<file path="src/rtl/seq_chunk_adder.sv">
`default_nettype none
// ============================================================================
// Module      : seq_chunk_adder (with helper seq_chunk_ha)
// Description : Multi-cycle WIDTH-bit adder that processes CHUNK bits per
//               clock through a ripple chain of half-adder pairs. Uses a
//               start/busy/done handshake and reports sum, carry-out and
//               signed overflow.
// Options     : SEQ_ADDER_SUB_EN - adds an i_sub input; i_sub=1 computes
//               a + ~b + 1 (cin ignored), cout=1 meaning "no borrow".
// Revision    : 1.0 - initial release
// ============================================================================

// ----------------------------------------------------------------------------
// Half adder: the primitive cell of the chunk ripple chain.
// ----------------------------------------------------------------------------
module seq_chunk_ha (
  input  logic i_x,
  input  logic i_y,
  output logic o_s,
  output logic o_c
);
  assign o_s = i_x ^ i_y;
  assign o_c = i_x & i_y;
endmodule

// ----------------------------------------------------------------------------
// Sequential chunked adder.
// ----------------------------------------------------------------------------
module seq_chunk_adder #(
  parameter int WIDTH = 32,
  parameter int CHUNK = 8
) (
  input  logic             clk,
  input  logic             rst_n,
  input  logic             i_start,
  input  logic [WIDTH-1:0] i_a,
  input  logic [WIDTH-1:0] i_b,
  input  logic             i_cin,
`ifdef SEQ_ADDER_SUB_EN
  input  logic             i_sub,
`endif
  output logic             o_busy,
  output logic             o_done,
  output logic [WIDTH-1:0] o_sum,
  output logic             o_cout,
  output logic             o_ovf
);

  // Number of chunks and chunk-counter width (at least one bit).
  localparam int c_N  = WIDTH / CHUNK;
  localparam int c_CW = (c_N > 1) ? $clog2(c_N) : 1;
  localparam logic [c_CW-1:0] c_LAST = c_CW'(c_N - 1);

  typedef enum logic [1:0] {
    S_IDLE = 2'd0,
    S_RUN  = 2'd1,
    S_DONE = 2'd2
  } state_t;

  state_t            r_state;
  state_t            w_state_nxt;

  logic [WIDTH-1:0]  r_a;
  logic [WIDTH-1:0]  r_b;
  logic              r_carry;
  logic [c_CW-1:0]   r_idx;
  logic [WIDTH-1:0]  r_sum;
  logic              r_cout;
  logic              r_ovf;

  logic              w_accept;
  logic              w_last;
  logic [WIDTH-1:0]  w_b_in;
  logic              w_cin_in;
  logic [31:0]       w_base;
  logic [CHUNK-1:0]  w_a_chunk;
  logic [CHUNK-1:0]  w_b_chunk;
  logic [CHUNK-1:0]  w_s_chunk;
  logic [CHUNK:0]    w_c;

  // A start is honoured whenever no add is in flight (IDLE or DONE).
  assign w_accept = i_start && (r_state != S_RUN);
  assign w_last   = (r_idx == c_LAST);

  // Subtraction is folded into the operands at acceptance time, so the
  // chunk datapath only ever adds.
`ifdef SEQ_ADDER_SUB_EN
  assign w_b_in   = i_sub ? ~i_b : i_b;
  assign w_cin_in = i_sub ? 1'b1 : i_cin;
`else
  assign w_b_in   = i_b;
  assign w_cin_in = i_cin;
`endif

  // Current chunk slice of the latched operands.
  assign w_base    = 32'(r_idx) * 32'(CHUNK);
  assign w_a_chunk = r_a[w_base +: CHUNK];
  assign w_b_chunk = r_b[w_base +: CHUNK];

  // Ripple chain: each bit is a full adder built from two half adders;
  // the chunk carry-in is the carry registered from the previous chunk.
  assign w_c[0] = r_carry;

  genvar gi;
  generate
    for (gi = 0; gi < CHUNK; gi++) begin : g_bit
      logic w_s1;
      logic w_c1;
      logic w_c2;

      seq_chunk_ha u_ha0 (
        .i_x (w_a_chunk[gi]),
        .i_y (w_b_chunk[gi]),
        .o_s (w_s1),
        .o_c (w_c1)
      );

      seq_chunk_ha u_ha1 (
        .i_x (w_s1),
        .i_y (w_c[gi]),
        .o_s (w_s_chunk[gi]),
        .o_c (w_c2)
      );

      assign w_c[gi+1] = w_c1 | w_c2;
    end
  endgenerate

  // State register; reset aborts any add in progress.
  always_ff @(posedge clk or negedge rst_n) begin
    if (!rst_n) begin
      r_state <= S_IDLE;
    end else begin
      r_state <= w_state_nxt;
    end
  end

  // Next-state logic: RUN ignores start, DONE can accept back-to-back.
  always_comb begin
    w_state_nxt = r_state;
    case (r_state)
      S_IDLE: begin
        if (i_start) begin
          w_state_nxt = S_RUN;
        end
      end
      S_RUN: begin
        if (w_last) begin
          w_state_nxt = S_DONE;
        end
      end
      S_DONE: begin
        if (i_start) begin
          w_state_nxt = S_RUN;
        end else begin
          w_state_nxt = S_IDLE;
        end
      end
      default: begin
        w_state_nxt = S_IDLE;
      end
    endcase
  end

  // Datapath: latch operands on acceptance, then build sum one chunk
  // per cycle; flags are taken from the final chunk's carry chain.
  always_ff @(posedge clk or negedge rst_n) begin
    if (!rst_n) begin
      r_a     <= '0;
      r_b     <= '0;
      r_carry <= 1'b0;
      r_idx   <= '0;
      r_sum   <= '0;
      r_cout  <= 1'b0;
      r_ovf   <= 1'b0;
    end else if (w_accept) begin
      r_a     <= i_a;
      r_b     <= w_b_in;
      r_carry <= w_cin_in;
      r_idx   <= '0;
      r_sum   <= '0;
      r_cout  <= 1'b0;
      r_ovf   <= 1'b0;
    end else if (r_state == S_RUN) begin
      r_sum[w_base +: CHUNK] <= w_s_chunk;
      r_carry                <= w_c[CHUNK];
      if (w_last) begin
        r_idx  <= '0;
        r_cout <= w_c[CHUNK];
        r_ovf  <= w_c[CHUNK] ^ w_c[CHUNK-1];
      end else begin
        r_idx  <= r_idx + c_CW'(1);
      end
    end
  end

  assign o_busy = (r_state == S_RUN);
  assign o_done = (r_state == S_DONE);
  assign o_sum  = r_sum;
  assign o_cout = r_cout;
  assign o_ovf  = r_ovf;

endmodule

`default_nettype wire

</file>
<file path="config.mk">
export PLATFORM = sky130hd
export DESIGN_NAME = seq_chunk_adder
export DESIGN_NICKNAME = d
export VERILOG_FILES = /design/src/rtl/seq_chunk_adder.sv
export SDC_FILE = /design/constraint.sdc
export NUM_CORES = 1
export LEC_CHECK = 0
export CAP_MARGIN = 20
export CORE_UTILIZATION = 42
export DETAILED_ROUTE_END_ITERATION = 7
export PLACE_DENSITY = 0.74
export RECOVER_POWER = 50
export SYNTH_ARGS = -nofsm -noshare
export SYNTH_HDL_FRONTEND = slang
export SYNTH_SLANG_ARGS = --single-unit
</file>
<file path="constraint.sdc">
create_clock -name clk -period 5 [get_ports clk]
set_input_delay 1 -clock clk [delete_from_list [all_inputs] [get_ports clk]]
set_output_delay 1 -clock clk [all_outputs]
set_load 0.01 [all_outputs]
</file>
==> out/summary.md <==
The run finished, with violations left. The checks that failed: capacitance limit, slew limit. The tools report the arrival time reported for the critical path endpoint as 4.71 ns.

The max-capacitance violation count is 1, and the mean cell area of the mapped netlist is 15.5 sq um. The post-cts sizing count is 0, and the cell count after placement is 523. Summing over every cut layer, the via total after detailed routing is 2824.

Power spread over the standard cell area amounts to 683 mW/mm^2. Of the post-synthesis cell area, the dominant cell type holds 57.1%. In this run the vertical extent of the chip is 106 um.

The total area of multi-input combinational cells came out at 0.00179 sq mm. After detailed routing, the total wire length is 9640 um. Headroom to the max-slew limit came out at -123%. 0 antenna diodes ended up in the layout.

sky130_fd_sc_hd__dfrtp_1 takes more of the synthesized area than any other cell. Before CTS, the worst setup slack after placement is 0.525 ns. The I/O pin count is 104. The capturing point of the worst reg2reg path was o_sum[31]. For the count of synthesis-stage warnings from yosys, the log shows 0.

Across all setup checks in the final design, the least slack found is 0.543 ns. Between clock sinks in the finished design, the worst skew comes to 0.00768 ns. The design draws 4.04 mW.

The maximum number of pins on one net before global-route repair is 66, and the static leakage is 2.54 nW. The tools report the beginning of the worst register-to-register path as r_idx[0]. The register-to-register path setup slack was 0.54 ns.

The path class of the lowest-slack min-delay path was reg2reg. The startpoint identified for the worst hold timing path is o_sum[16]. Timing would allow up to 224 MHz.

For the finished layout, the period the worst path requires is 4.46 ns. IR analysis of the VDD net gives a maximum drop of 0.265 mV. Synthesis produced a netlist whose cell count is 292. The initial detailed-routing violation count is 135. The portion of the post-synthesis area used by sequential elements is 57.1%, and the number of port buffers is 103.

Counting flops with a built-in enable in the synthesized netlist gives 0. TritonCTS built the clock tree. Worst-path cell with the longest stage delay: sky130_fd_sc_hd__dfrtp_1. The final total negative setup slack is 0 ns. The logs give 103 for the number of clock sinks and 9 for the TritonCTS buffer count.

After clock tree synthesis, the flow added hold-fix buffers numbering 0. The first TritonRoute pass finished after 4 iterations. The run gives 0.36 ns as the clock latency of the later-clocked register in the worst-skew pair. For this run, the total global-route usage over all layers was measured as 18.9%. The number of buffers and inverters on the critical path is 3.

Cells with a size suffix above 1 make up 25.8% of the layout. In the final layout, flip-flops and latches occupy 0.00258 sq mm. After detailed routing, the average wire length per cell comes to 17.9 um.

The most used flip-flop cell after synthesis was sky130_fd_sc_hd__dfrtp_1. The logs give 28 for the number of different library cells in the post-synthesis netlist and 2 for the maximum buffer depth of the clock tree. Setup repair after global routing left no endpoint under its margin.

The die covers 0.0112 sq mm. The worst setup path is of the reg2reg kind. The root buffer cell chosen for the clock tree is sky130_fd_sc_hd__clkbuf_8. After clock tree synthesis, the clock-pin slew on the worst setup and hold paths is 0.10 ns. The via count of the first global-routing pass is 3000, and the share of the cycle needed by the critical path after routing is 89.1%. Once the floorplan was initialized, standard cells occupied 43.5% of the core. Detailed placement ended at an HPWL of 7220 um. The dominant cell type by count on the critical path is sky130_fd_sc_hd__fa_1. The mapped netlist covers 0.00451 sq mm. The synthesized design contains 103 register bits.

The number of vias per cell was 5.24; the post-synthesis to final-layout area growth was 30.9%. The number of nets handed over by synthesis was 372. After detailed placement, the total cell area comes to 0.00568 sq mm.

Fraction of synthesis flops using an asynchronous set or reset pin: 100%. For the worst setup path, the data required time is 5.25 ns. For the pin with the worst max-slew slack, the measured transition is 3.35 ns.

The post-route standard cell area excluding fillers was 0.00591 sq mm; the routability congestion estimate from global placement was 0.782. The worst hold path terminates at o_sum[16]. The number of setup buffers added after CTS came out at 0.

For the final count of negative-setup-slack endpoints, the log shows 0. The final layout contains 478 nets. The kind of cell with the highest combined delay along the critical path is adder cells. Of all nets on the critical path, the largest fanout is 11. The peak per-stage delay on the critical path works out to 0.47 ns. After filler insertion, the fill cell instance count of the layout stands at 880.

The worst setup path is captured at a flop. From left edge to right edge, the die measures 106 um. For the total overflow reported by the global router, the log shows 0. By area the synthesized netlist is led by sky130_fd_sc_hd__dfrtp_1 (57%), sky130_fd_sc_hd__mux2_2 (16%), sky130_fd_sc_hd__mux4_2 (8.0%).

For the worst flop-to-flop path, the logic depth is 12. The standard cell core area is 0.0104 sq mm, and the global-route wire length before repair is 16000 um. The tools report the number of antenna violations at the first check in global routing as 0.

The critical path goes through buf_4, mux4_2, inv_1, fa_1, fa_1, fa_1, fa_1, fa_1, fa_1, inv_1, fa_1, a22o_1. The worst setup path is launched from a flop. The H-tree was split into 3 levels.

For the placement row count, the log shows 37. Excluding fillers, the count of instances in the completed layout stands at 539. The final-report max-slew violation count is 66. The total DRC errors in the routed layout is 0, and the cell depth of the worst min-delay path is 1. The tools report the number of failing hold endpoints at the final stage as 0. The count of antenna-violating nets left after detailed routing is 0.
-- worst max path at each step --
| stage | from | end | slack, ns | depth (start not counted) |
|---|---|---|---|---|
| 3_3_place_gp | r_idx[0] | o_sum[15] | 0.62 | 12 |
| 5_1_grt | r_idx[0] | o_sum[7] | 0.39 | 12 |
| 3_5_place_dp | r_idx[0] | o_sum[31] | 0.52 | 12 |
| 4_1_cts | r_idx[0] | o_sum[31] | 0.52 | 12 |
| 6_report | r_idx[0] | o_sum[31] | 0.54 | 12 |
| 2_1_floorplan | r_idx[1] | o_sum[15] | 0.58 | 14 |
-- cell families (layout without fill, tap and decap cells) --
group,count (synthesis),count (layout),share of synthesized area [%]
simple gates,18,18,2.25
flops,103,103,57.1
compound gates,38,38,7.21
mux,86,86,25.3
fa+ha+maj,12,12,4.66
buf+inv,34,145,3.33
xor+xnor,1,1,0.194
-- worst reg2reg max path, stage by stage (launching register included) --
cell and delay, ns:
sky130_fd_sc_hd__dfrtp_1 0.47, sky130_fd_sc_hd__buf_4 0.24, sky130_fd_sc_hd__mux4_2 0.34, sky130_fd_sc_hd__inv_1 0.05
sky130_fd_sc_hd__fa_1 0.44, sky130_fd_sc_hd__fa_1 0.41, sky130_fd_sc_hd__fa_1 0.40, sky130_fd_sc_hd__fa_1 0.40
sky130_fd_sc_hd__fa_1 0.39, sky130_fd_sc_hd__fa_1 0.42, sky130_fd_sc_hd__inv_1 0.09, sky130_fd_sc_hd__fa_1 0.47
sky130_fd_sc_hd__a22o_1 0.22
-- through the flow --
| stage | utilization (%) | hold WS (ns) |
|---|---|---|
| 6_report | 57.0 | 0.497 |
| 5_1_grt | 57.0 | 0.521 |
| 4_1_cts | 57.0 | 0.502 |
| 3_5_place_dp | 54.8 | 0.476 |
| 3_3_place_gp | 54.8 | 0.471 |
| 2_1_floorplan | - | 0.471 |
-- area by class of cell --
type	count	share of cell area, %
tap	136	2.88
sequential	103	43.6
clock buffer	10	2.33
timing repair buffer	109	18.1
inverter	20	1.27
clock inverter	6	1.55
multi-input combinational	155	30.2
-- power by group --
group	leakage [nW]	internal (mW)	switching, mW
Sequential	1.28	1.19	0.213
Combinational	1.14	1.05	0.994
Clock	0.117	0.300	0.290
Total	2.54	2.54	1.50
-- cell usage after synthesis, types with 2 or more instances --
cell,n
sky130_fd_sc_hd__dfrtp_1,103
sky130_fd_sc_hd__nand2_1,3
sky130_fd_sc_hd__nand3_1,3
sky130_fd_sc_hd__buf_2,12
sky130_fd_sc_hd__o2bb2ai_1,27
sky130_fd_sc_hd__a22o_1,8
sky130_fd_sc_hd__inv_1,19
sky130_fd_sc_hd__mux2i_1,6
sky130_fd_sc_hd__nor2_1,3
sky130_fd_sc_hd__fa_1,8
sky130_fd_sc_hd__mux4_2,16
sky130_fd_sc_hd__mux2_2,64
sky130_fd_sc_hd__ha_1,4
sky130_fd_sc_hd__and3_1,2
-- routing by layer --
| layer | vias to the layer above | share of wire (%) | global-route usage, % |
|---|---|---|---|
| li1 | 1272 | - | - |
| met1 | 1464 | 45 | 25.5 |
| met2 | 79 | 50 | 30.4 |
| met3 | 9 | 4.5 | 4.33 |
| met4 | 0 | 1.1 | 5.95 |
| met5 | - | 0 | 0 |
-- flip-flops by register name (all words and copies together), names as in the netlist --
register  flops
o_cout        1
o_ovf         1
o_sum        32
r_a          32
r_b          32
r_carry       1
r_idx         2
r_state       2
-- cells in the final DEF (no fill, tap or decap), drive strengths merged --
master         synthesis  final
nand3                  3      3
buf                   13      6
xnor2                  1      1
a22o                   8      8
nor2b                  1      1
dlygate4sd3            0     13
o2bb2ai               27     27
nand2                  4      4
ha                     4      4
nand2b                 1      1
and2                   1      1
o22ai                  1      1
mux4                  16     16
mux2i                  6      6
mux2                  64     64
clkbuf                 1     11
clkdlybuf4s50          0     89
o21ai                  1      1
nor2                   3      3
inv                   19     21
and3                   2      2
clkinv                 1      3
o31ai                  1      1
bufinv                 0      2
fa                     8      8
or4                    1      1
nor4                   1      1
dfrtp                103    103
and4bb                 1      1
No activity file was read; power rests on OpenSTA's default activity.
